### src/rtl/frame_update_scheduler.sv
// frame_update_scheduler
//
// Sequences per-frame game-state updates (ship, asteroids, bullets, score)
// into the vertical blanking interval. The update window opens on the first
// blank line reported by the VGA timing generator. Each pending requester
// gets exclusive access once per frame, lowest index first. If the last line
// of the frame arrives before every pending requester has finished, the
// current grant is revoked and a sticky overrun flag is raised.
//
// Optional feature (macro UPDATE_WDOG_EN):
//   A per-grant watchdog revokes a grant held for MAX_GRANT_CYCLES clocks,
//   marks that requester served, sets sticky wdog_err and moves on to the
//   next requester. Without the macro wdog_err is tied low and a grant is
//   held until done, request drop or deadline.
//
// Ports:
//   clk          system clock, same domain as the timing generator
//   on_sw        asynchronous active-low reset; block runs while high
//   pixel_x      horizontal counter from the timing generator
//   pixel_y      vertical counter from the timing generator
//   req          per-requester update request (level)
//   done         per-requester completion, only the granted bit is observed
//   grant        registered one-hot (or zero) grant
//   busy         high while the scheduler is outside IDLE
//   frame_done   one-clock pulse when every pending request was served in time
//   overrun      sticky missed-deadline flag, cleared only by reset
//   frame_count  number of windows opened, wraps at 16 bits
//   wdog_err     sticky per-grant watchdog error
//
// States:
//   IDLE  | waiting for the window to open
//   SCAN  | choosing the next unserved requester (grant is low here)
//   GRANT | one requester owns the update path until it finishes

module frame_update_scheduler #(
  parameter int N_REQ            = 4,
  parameter int WIN_START_LINE   = 480,
  parameter int WIN_END_LINE     = 524,
  parameter int MAX_GRANT_CYCLES = 4096
) (
  input  logic             clk,
  input  logic             on_sw,
  input  logic [10:0]      pixel_x,
  input  logic [10:0]      pixel_y,
  input  logic [N_REQ-1:0] req,
  input  logic [N_REQ-1:0] done,
  output logic [N_REQ-1:0] grant,
  output logic             busy,
  output logic             frame_done,
  output logic             overrun,
  output logic [15:0]      frame_count,
  output logic             wdog_err
);

  localparam int IDX_W = (N_REQ > 1) ? $clog2(N_REQ) : 1;
  localparam logic [10:0] START_Y = 11'(WIN_START_LINE);
  localparam logic [10:0] END_Y   = 11'(WIN_END_LINE);

  typedef enum logic [1:0] {
    IDLE  = 2'd0,
    SCAN  = 2'd1,
    GRANT = 2'd2
  } state_t;

  state_t           state;
  logic [N_REQ-1:0] served;
  logic [IDX_W-1:0] cur_idx;
  logic             start_d;

  logic             start_cond;
  logic             start_pulse;
  logic             deadline;
  logic [N_REQ-1:0] pending;
  logic             pick_valid;
  logic [IDX_W-1:0] pick_idx;
  logic [N_REQ-1:0] pick_onehot;
  logic             cur_release;
  logic             wdog_hit;

  // The counters advance every other clock, so start_cond is high for two
  // clocks; the edge detect turns it into a single pulse per frame.
  assign start_cond  = (pixel_y == START_Y) && (pixel_x == 11'd0);
  assign start_pulse = start_cond & ~start_d;
  assign deadline    = (pixel_y == END_Y);

  assign pending = req & ~served;

  // Walk from the top index down so the lowest pending index wins.
  always_comb begin
    pick_valid = 1'b0;
    pick_idx   = '0;
    for (int i = N_REQ - 1; i >= 0; i--) begin
      if (pending[i]) begin
        pick_valid = 1'b1;
        pick_idx   = IDX_W'(i);
      end
    end
  end

  assign pick_onehot = N_REQ'(1) << pick_idx;

  // A requester that drops its request mid-grant is treated as finished.
  assign cur_release = done[cur_idx] | ~req[cur_idx];

  assign busy = (state != IDLE);

`ifdef UPDATE_WDOG_EN
  localparam int WDOG_W = ($clog2(MAX_GRANT_CYCLES + 1) > 13) ?
                          $clog2(MAX_GRANT_CYCLES + 1) : 13;

  logic [WDOG_W-1:0] wdog_cnt;
  logic              wdog_fire;

  // Every GRANT entry comes from SCAN, so clearing in SCAN restarts the count
  // for each new grant. The count holds MAX-1 on the last allowed GRANT clock.
  assign wdog_hit  = (wdog_cnt == WDOG_W'(MAX_GRANT_CYCLES - 1));
  assign wdog_fire = (state == GRANT) && wdog_hit && !cur_release &&
                     !deadline && !start_pulse;

  always_ff @(posedge clk or negedge on_sw) begin
    if (!on_sw) begin
      wdog_cnt <= '0;
      wdog_err <= 1'b0;
    end else begin
      if (state == GRANT) begin
        wdog_cnt <= wdog_cnt + 1'b1;
      end else begin
        wdog_cnt <= '0;
      end
      if (wdog_fire) begin
        wdog_err <= 1'b1;
      end
    end
  end
`else
  logic unused_wdog_cfg;

  assign wdog_hit        = 1'b0;
  assign wdog_err        = 1'b0;
  assign unused_wdog_cfg = ^(32'(MAX_GRANT_CYCLES));
`endif

  always_ff @(posedge clk or negedge on_sw) begin
    if (!on_sw) begin
      state       <= IDLE;
      grant       <= '0;
      served      <= '0;
      cur_idx     <= '0;
      start_d     <= 1'b0;
      frame_done  <= 1'b0;
      overrun     <= 1'b0;
      frame_count <= 16'd0;
    end else begin
      start_d    <= start_cond;
      frame_done <= 1'b0;

      if (start_pulse) begin
        // A new window while still busy means the previous one never closed
        // (line parameters overlap); abort it and start the new frame.
        if (state != IDLE) begin
          overrun <= 1'b1;
        end
        grant       <= '0;
        served      <= '0;
        frame_count <= frame_count + 16'd1;
        state       <= SCAN;
      end else begin
        case (state)
          IDLE: begin
            grant <= '0;
          end

          SCAN: begin
            if (deadline) begin
              overrun <= 1'b1;
              grant   <= '0;
              state   <= IDLE;
            end else if (pick_valid) begin
              grant   <= pick_onehot;
              cur_idx <= pick_idx;
              state   <= GRANT;
            end else begin
              frame_done <= 1'b1;
              state      <= IDLE;
            end
          end

          GRANT: begin
            // Deadline wins over a simultaneous done or watchdog expiry.
            if (deadline) begin
              overrun <= 1'b1;
              grant   <= '0;
              state   <= IDLE;
            end else if (cur_release || wdog_hit) begin
              served[cur_idx] <= 1'b1;
              grant           <= '0;
              state           <= SCAN;
            end
          end

          default: begin
            grant <= '0;
            state <= IDLE;
          end
        endcase
      end
    end
  end

endmodule

### config.mk
export PLATFORM = sky130hd
export DESIGN_NAME = frame_update_scheduler
export DESIGN_NICKNAME = d
export VERILOG_FILES = /design/src/rtl/frame_update_scheduler.sv
export SDC_FILE = /design/constraint.sdc
export NUM_CORES = 1
export LEC_CHECK = 0
export CORE_UTILIZATION = 41
export DETAILED_ROUTE_END_ITERATION = 7
export PLACE_DENSITY = 0.8
export SLEW_MARGIN = 40
export SYNTH_ARGS = -nofsm -noshare
export SYNTH_HDL_FRONTEND = slang
export SYNTH_SLANG_ARGS = --single-unit
### constraint.sdc
create_clock -name clk -period 1.9 [get_ports clk]
set_clock_uncertainty 0.1 [all_clocks]
set_input_delay 0.57 -clock clk [delete_from_list [all_inputs] [get_ports clk]]
set_output_delay 0.57 -clock clk [all_outputs]
set_load 0.02 [all_outputs]
==> results of run 1 <==
-- how the worst min path moves through the flow --
stage | end | slack (ps) | cells after the start
final | frame_count[15] | 380 | 1
after global routing | frame_count[15] | 410 | 1
after CTS | frame_count[13] | 380 | 1
after detailed placement | frame_count[6] | 370 | 1
after global placement | frame_count[15] | 360 | 1
after floorplan | cur_idx[0] | 170 | 0
-- through the flow --
step	hold slack (ps)	utilization (%)	setup WS, ps	total power [mW]	TNS (ps)
2_1_floorplan	174	-	-223	0.700	-2520
3_3_place_gp	356	65.2	-752	0.802	-18230
3_5_place_dp	372	65.2	-814	0.805	-19650
4_1_cts	381	71.4	-143	1.46	-2060
5_1_grt	408	72.4	-228	1.51	-4310
6_report	383	72.4	-133	1.46	-1620
-- state kept, by name, indices dropped and copies added, names as in the netlist --
signal,flops
cur_idx,2
state,2
grant,4
overrun,1
frame_done,1
start_d,1
served,4
frame_count,16
-- area by class of cell --
type                            count  area (um^2)  share of cell area (%)
Timing Repair Buffer               88          728                    26.5
Tap cell                           48         60.1                    2.18
Multi-Input combinational cell    112         1040                    37.7
Sequential cell                    31          776                    28.2
Inverter                            8         30.0                    1.09
Clock inverter                      2         35.0                    1.27
Clock buffer                        6         82.6                    3.00
-- cell families (layout without fill, tap and decap cells) --
kind of cell / count (synthesis) / count (layout) / synth area share [%]
other: 1 / 1 / 0.222
flip-flops: 31 / 31 / 45.9
AO/OA/AOI/OAI: 14 / 14 / 6.88
AND/OR/NAND/NOR: 71 / 71 / 27.6
buffers and inverters: 15 / 104 / 4.14
XOR/XNOR: 15 / 15 / 7.77
multiplexers: 7 / 7 / 4.59
adder cells (fa/ha/maj): 4 / 4 / 2.96
-- report_power, final --
group	switching (mW)	total (mW)	internal, mW
sequential	0.0000117	0.660	0.660
clock	0.243	0.667	0.424
combinational	0.0621	0.129	0.0669
-- per-layer routing --
metal,up-vias,share of wire [%]
met5,-,0
met1,763,45
met4,0,1.0
li1,739,-
met2,38,51
met3,5,3.4
-- timing repair --
action / 4_1_cts / 5_1_grt
resized for setup: 116 / 27
endpoints found under the setup margin: 52 / 30
gates cloned: 0 / 0
buffers inserted: 6 / 3
pin swaps: 18 / 17
-- placed cells by master (no fill, tap or decap), types with 3 or more instances in the layout --
| cell type | count |
|---|---|
| a21oi_1 | 3 |
| and2_1 | 5 |
| and3_1 | 4 |
| buf_2 | 6 |
| buf_4 | 27 |
| buf_6 | 10 |
| clkbuf_2 | 8 |
| clkbuf_8 | 6 |
| clkdlybuf4s15_1 | 4 |
| dfrtp_1 | 31 |
| dlygate4sd2_1 | 30 |
| ha_1 | 4 |
| inv_1 | 8 |
| mux2_4 | 5 |
| nand2_1 | 3 |
| nand2b_1 | 6 |
| nand3_1 | 3 |
| nand3_2 | 4 |
| nand4_1 | 11 |
| nor2_1 | 9 |
| xnor2_1 | 14 |
-- worst register-to-register path: cells and delay by family, from the launching register on --
| kind | cells | cell delay [ps] |
|---|---|---|
| compound gates | 1 | 170 |
| mux | 1 | 320 |
| flops | 1 | 420 |
| simple gates | 3 | 860 |
==> qor.tcl, run 1 <==
set qor(status) {finished with violations}
set qor(failing_checks) {setup timing}
set qor(path_class) {primary input to flip-flop}
set qor(clk_latency_ps) 280
set qor(hpwlAfterDp_mm) 3.19
set qor(clock_tree.htree_level_count) 2
set qor(globalRoute.busiestLayer) {met2}
set qor(fin_cells) 295
set qor(cp_max_fo) 4
set qor(worst_r2r_endpoint) {grant[3]}
set qor(cap_violations) 0
set qor(hold_class) {flip-flop to flip-flop}
set qor(rrSetupSlack_ps) -80
set qor(cp.depth) 8
set qor(design.portCount) 56
set qor(synth.cell_area_um2) 1690
set qor(first_iteration_detailed_routing_drc_count) 58
set qor(area.growth.synth_to_final_pct) 62.5
set qor(number_of_global_route_vias_before_repair) 1544
set qor(placement_rows) 22
set qor(synthTopCellsByArea) {dfrtp_1 46%, xnor2_1 7.2%, nand4_1 4.1%}
set qor(grt_pass1_wl_mm) 7.46
set qor(cts_inserted_buffers) 5
set qor(hold_viol_final) 0
set qor(ctsLongestPathBuffers) 2
set qor(layout.filler_cells) 279
set qor(route.antenna.remaining_nets) 0
set qor(post_synth.cell_area_avg_um2) 10.7
set qor(clock_tree.root_cell) {clkbuf_8}
set qor(routed_wirelength_mm) 4.66
set qor(worstSetupStartpoint) {pixel_x[7]}
set qor(final_cell_area_um2) 2750
set qor(cts.sink_count) 31
set qor(grt-ovfl-total) 0
set qor(crit_chain) {clkbuf_2, nor4_2, nand4_1, buf_4, o311ai_4, buf_6, nor3_4, mux2_4}
set qor(post-route-drc-count) 0
set qor(power.density_nw_per_um2) 530
set qor(cts_tree) {yes}
set qor(critPathLaunchType) {primary input}
set qor(postLayoutSetupSlackWorst_ps) -133
set qor(synth_edf_count) 0
set qor(ctsHoldBuffers) 0
set qor(max_freq_ghz) 0.492
set qor(placedInstanceArea_um2) 2470
set qor(die_width_um) 66.2
set qor(yosys.cell_count.top_type) {dfrtp_1}
set qor(hold_path_startpoint) {frame_count[15]}
set qor(rsz0062_at_grt) {true}
set qor(ys_warn_count) 0
set qor(critPathMaxStageDelay_ps) 310
set qor(synth_nets) 194
set qor(globalplace.congestion) 0.749
set qor(min_period_ps) 2030
set qor(grt_antenna_before_repair) 0
set qor(finalSetupViolCount) 23
set qor(clk_transition_reported_paths_ps) 70
set qor(ys_seq_elements) 31
set qor(use_met3_pct) 3.62
set qor(yosys_most_used_dff) {dfrtp_1}
set qor(drive_above_1_share_pct) 37.7
set qor(finalNetCount) 282
set qor(groute.layer.met2.usage_pct) 39.4
set qor(synth_top_cell_by_area) {dfrtp_1}
set qor(unique_cell_type_count_in_the_yosys_netlist) 43
set qor(global_route.usage.total_pct) 22.9
set qor(count_of_antenna_diodes_in_the_layout) 0
set qor(routed_wire_length_per_instance_um) 15.8
set qor(grt_start_max_net_pins) 32
set qor(slowest_stage) {o311ai_4}
set qor(synth-seq-area-share_pct) 45.9
set qor(synthesis.instances) 158
set qor(total_number_of_vias) 1545
set qor(end_kind) {flip-flop}
set qor(ff2ff_path_depth) 5
set qor(first_pass_iters) 4
set qor(numPlacedInstances) 278
set qor(arrival_time_worst_endpoint_ps) 2100
set qor(cpLargestDelayFamily) {simple AND/OR/NAND/NOR gates}
set qor(endpoint) {grant[3]}
set qor(worst-endpoint-required_ps) 1970
set qor(critical_path.n_buffers_inverters) 3
set qor(post_drt_via_cell_ratio) 5.24
set qor(design.core.area_um2) 3800
set qor(post-route-period-util_pct) 107
set qor(synth_top_cell_area_share_pct) 45.9
set qor(synth_async_sr_flop_share_pct) 100
set qor(die_area_um2) 4390
set qor(ys_top_cells_by_count) {31 x dfrtp_1, 14 x xnor2_1, 11 x nand4_1}
set qor(io_port_bufs) 54
set qor(startpoint_of_the_worst_register_to_register_path) {cur_idx[1]}
set qor(slew_viol_final) 0
set qor(global_route.usage.met1_pct) 29.1
set qor(initial_core_util_pct) 44.5
set qor(ir_drop_mv) 0.501
set qor(chipHeight_um) 66.2
set qor(power.leakage_nw) 1.38
Power figures use the tool's default switching activity.
==> run 2: changes to the inputs <==
CORE_MARGIN = 2   (was not set)
SKIP_LAST_GASP = 1   (was not set)
==> run 2 against run 1 <==
Net effect: the flow still finishes with violations (setup timing); non-clock buffer count shrank 4; core utilization shrank 3.7 points; hold slack lost 12 ps; die area grew 6.1%; routed wire length shrank 4.8%; global-route usage shrank 1.3 points; sequential share of layout area grew 0.23 points; critical path depth shrank 2; via count shrank 2.7%; cell count shrank 0.68%; critical path type unchanged; largest cell class unchanged; largest power group unchanged.
==> qor.tcl, run 2 (synthesis gave the netlist of run 1 again) <==
set qor(status) {finished with violations} ;# unchanged
set qor(failing_checks) {setup timing} ;# unchanged
set qor(globalplace.congestion) 0.824 ;# was 0.749
set qor(chipHeight_um) 68.2 ;# was 66.2 um
set qor(tns_ps) -301 ;# was -1620 ps
set qor(finalNetCount) 278 ;# was 282
set qor(ir_drop_mv) 0.569 ;# was 0.501 mV
set qor(ctsLongestPathBuffers) 2 ;# unchanged
set qor(routed_wire_length_per_instance_um) 15.1 ;# was 15.8 um
set qor(top_register) {frame_count} ;# unchanged
set qor(grt_start_max_net_pins) 32 ;# unchanged
set qor(grt-ovfl-total) 0 ;# unchanged
set qor(layout.core_utilization_pct) 68.7 ;# was 72.4%
set qor(route.antenna.remaining_nets) 0 ;# unchanged
set qor(post_drt_via_cell_ratio) 5.13 ;# was 5.24
set qor(area.growth.synth_to_final_pct) 61.2 ;# was 62.5%
set qor(clk_transition_reported_paths_ps) 70 ;# about the same
set qor(post-route-drc-count) 0 ;# unchanged
set qor(placement_rows) 23 ;# was 22
set qor(cap_violations) 0 ;# unchanged
set qor(power.leakage_nw) 1.37 ;# was 1.38 nW
set qor(drive_above_1_share_pct) 36.6 ;# was 37.7%
set qor(largest_register_ffs) 16 ;# unchanged
set qor(die_width_um) 68.2 ;# was 66.2 um
set qor(post-route-period-util_pct) 104 ;# was 107%
set qor(cts_tree) {yes} ;# unchanged
set qor(startpoint_of_the_worst_register_to_register_path) {cur_idx[1]} ;# unchanged
set qor(hpwlAfterDp_mm) 3.09 ;# was 3.19 mm
set qor(hold_viol_final) 0 ;# unchanged
set qor(design.portCount) 56 ;# unchanged
set qor(clk_latency_ps) 280 ;# about the same
set qor(count_of_antenna_diodes_in_the_layout) 0 ;# unchanged
set qor(hold_path_startpoint) {frame_count[15]} ;# unchanged
set qor(min_period_ps) 1980 ;# was 2030 ps
set qor(ff2ff_path_depth) 5 ;# unchanged
set qor(first_pass_iters) 4 ;# unchanged
set qor(die_area_um2) 4660 ;# was 4390 um^2
set qor(hold-worst-slack_ps) 370 ;# was 383 ps
set qor(initial_core_util_pct) 42.6 ;# was 44.5%
set qor(total_number_of_vias) 1503 ;# was 1,545
set qor(power.density_nw_per_um2) 533 ;# was 530 nW/um^2
set qor(arrival_time_worst_endpoint_ps) 2030 ;# was 2100 ps
set qor(finalSetupViolCount) 7 ;# was 23
set qor(rsz0062_at_grt) {true} ;# unchanged
set qor(end_kind) {flip-flop} ;# unchanged
set qor(grt_pass1_wl_mm) 7.45 ;# was 7.46 mm
set qor(slew_viol_final) 0 ;# unchanged
set qor(grt_antenna_before_repair) 0 ;# unchanged
set qor(hold_depth) 1 ;# unchanged
set qor(clock_tree.root_cell) {clkbuf_8} ;# unchanged
set qor(design.core.area_um2) 3970 ;# was 3800 um^2
set qor(postLayoutSetupSlackWorst_ps) -75.7 ;# was -133 ps
set qor(worst_r2r_endpoint) {grant[2]} ;# was grant[3]
set qor(worst-endpoint-required_ps) 1960 ;# was 1970 ps
set qor(cts_inserted_buffers) 5 ;# unchanged
set qor(cts.sink_count) 31 ;# unchanged
set qor(path_class) {primary input to flip-flop} ;# unchanged
set qor(max_freq_ghz) 0.506 ;# was 0.492 GHz
set qor(global_route.usage.total_pct) 21.6 ;# was 22.9%
set qor(clock_tree.htree_level_count) 2 ;# unchanged
set qor(rrSetupSlack_ps) -70 ;# was -80 ps
set qor(biggestRegsByFlops) {frame_count: 16 flops, grant: 4 flops, served: 4 flops} ;# unchanged
set qor(layout_commonest_cell) {dfrtp_1} ;# unchanged
set qor(pnr_total_power_mw) 1.45 ;# was 1.46 mW
set qor(io_port_bufs) 54 ;# unchanged
set qor(first_iteration_detailed_routing_drc_count) 125 ;# was 58
set qor(number_of_global_route_vias_before_repair) 1555 ;# was 1,544
set qor(layout.cells.most_common_list) {31 x dfrtp_1, 30 x dlygate4sd2_1, 22 x buf_4} ;# was 31 x dfrtp_1, 30 x dlygate4sd2_1, 27 x buf_4
set qor(cp_max_fo) 4 ;# unchanged
set qor(critPathLaunchType) {primary input} ;# unchanged
set qor(routed_wirelength_mm) 4.44 ;# was 4.66 mm
set qor(hold_class) {flip-flop to flip-flop} ;# unchanged
set qor(min_to) {frame_count[15]} ;# unchanged
-- run 2: cell count changes in the layout (fill, tap and decap cells not counted), sizes merged --
cell           before  now
clkbuf             14    6
buf                44   48
clkdlybuf4s50       2    1
dlymetal6s2s        0    1
-- run 2: final cells by class --
class                   count  area, um^2
clock buffers               6        82.6
clock inverters             2        35.0
fillers                   305        1240
inverters                   8        30.0
multi-input cells         112        1030
flip-flops and latches     31         776
well taps                  50        62.6
repair buffers             84         708
-- run 2: repair_timing --
action / 4_1_cts / 5_1_grt
cloned: 1 / 0
hold buffers: 0 / 0
pin swaps: 28 / 17
gates resized for setup: 142 / 11
setup endpoints to repair: 52 / 30
buffers inserted: 6 / 0
-- run 2: how the worst max path moves through the flow --
stage / start / slack, ps / end
6_report: req[3] / -80 / grant[2]
5_1_grt: pixel_y[9] / -120 / grant[2]
4_1_cts: cur_idx[0] / -90 / grant[1]
2_1_floorplan: pixel_y[1] / -220 / grant[0]
3_5_place_dp: pixel_y[3] / -850 / grant[1]
3_3_place_gp: done[1] / -740 / grant[3]
-- run 2: worst max-delay path, cell delays in order --
cell       delay (ps)
buf_2             100
and4b_1           200
or4_4             580
o2bb2ai_4         160
nand3_4           100
mux2_4            320
-- run 2: through the flow --
stage	instances	area (um^2)	setup WS, ps
after floorplan	158	1720	-223
after global placement	278	2450	-745
after detailed placement	278	2450	-850
after CTS	293	2700	-86.0
after global routing	293	2730	-115
final	293	2730	-75.7
-- run 2: power breakdown --
part | internal (mW) | switching, mW | total (mW)
clock | 0.424 | 0.243 | 0.667
sequential | 0.660 | 0.0000107 | 0.660
combinational | 0.0667 | 0.0596 | 0.126
total | 1.15 | 0.303 | 1.45
-- run 2: layer usage --
metal,GRT usage (%),routed length (um)
met3,3.95,172
met1,29.9,2010
met2,33.1,2150
met5,0,0
met4,9.00,102
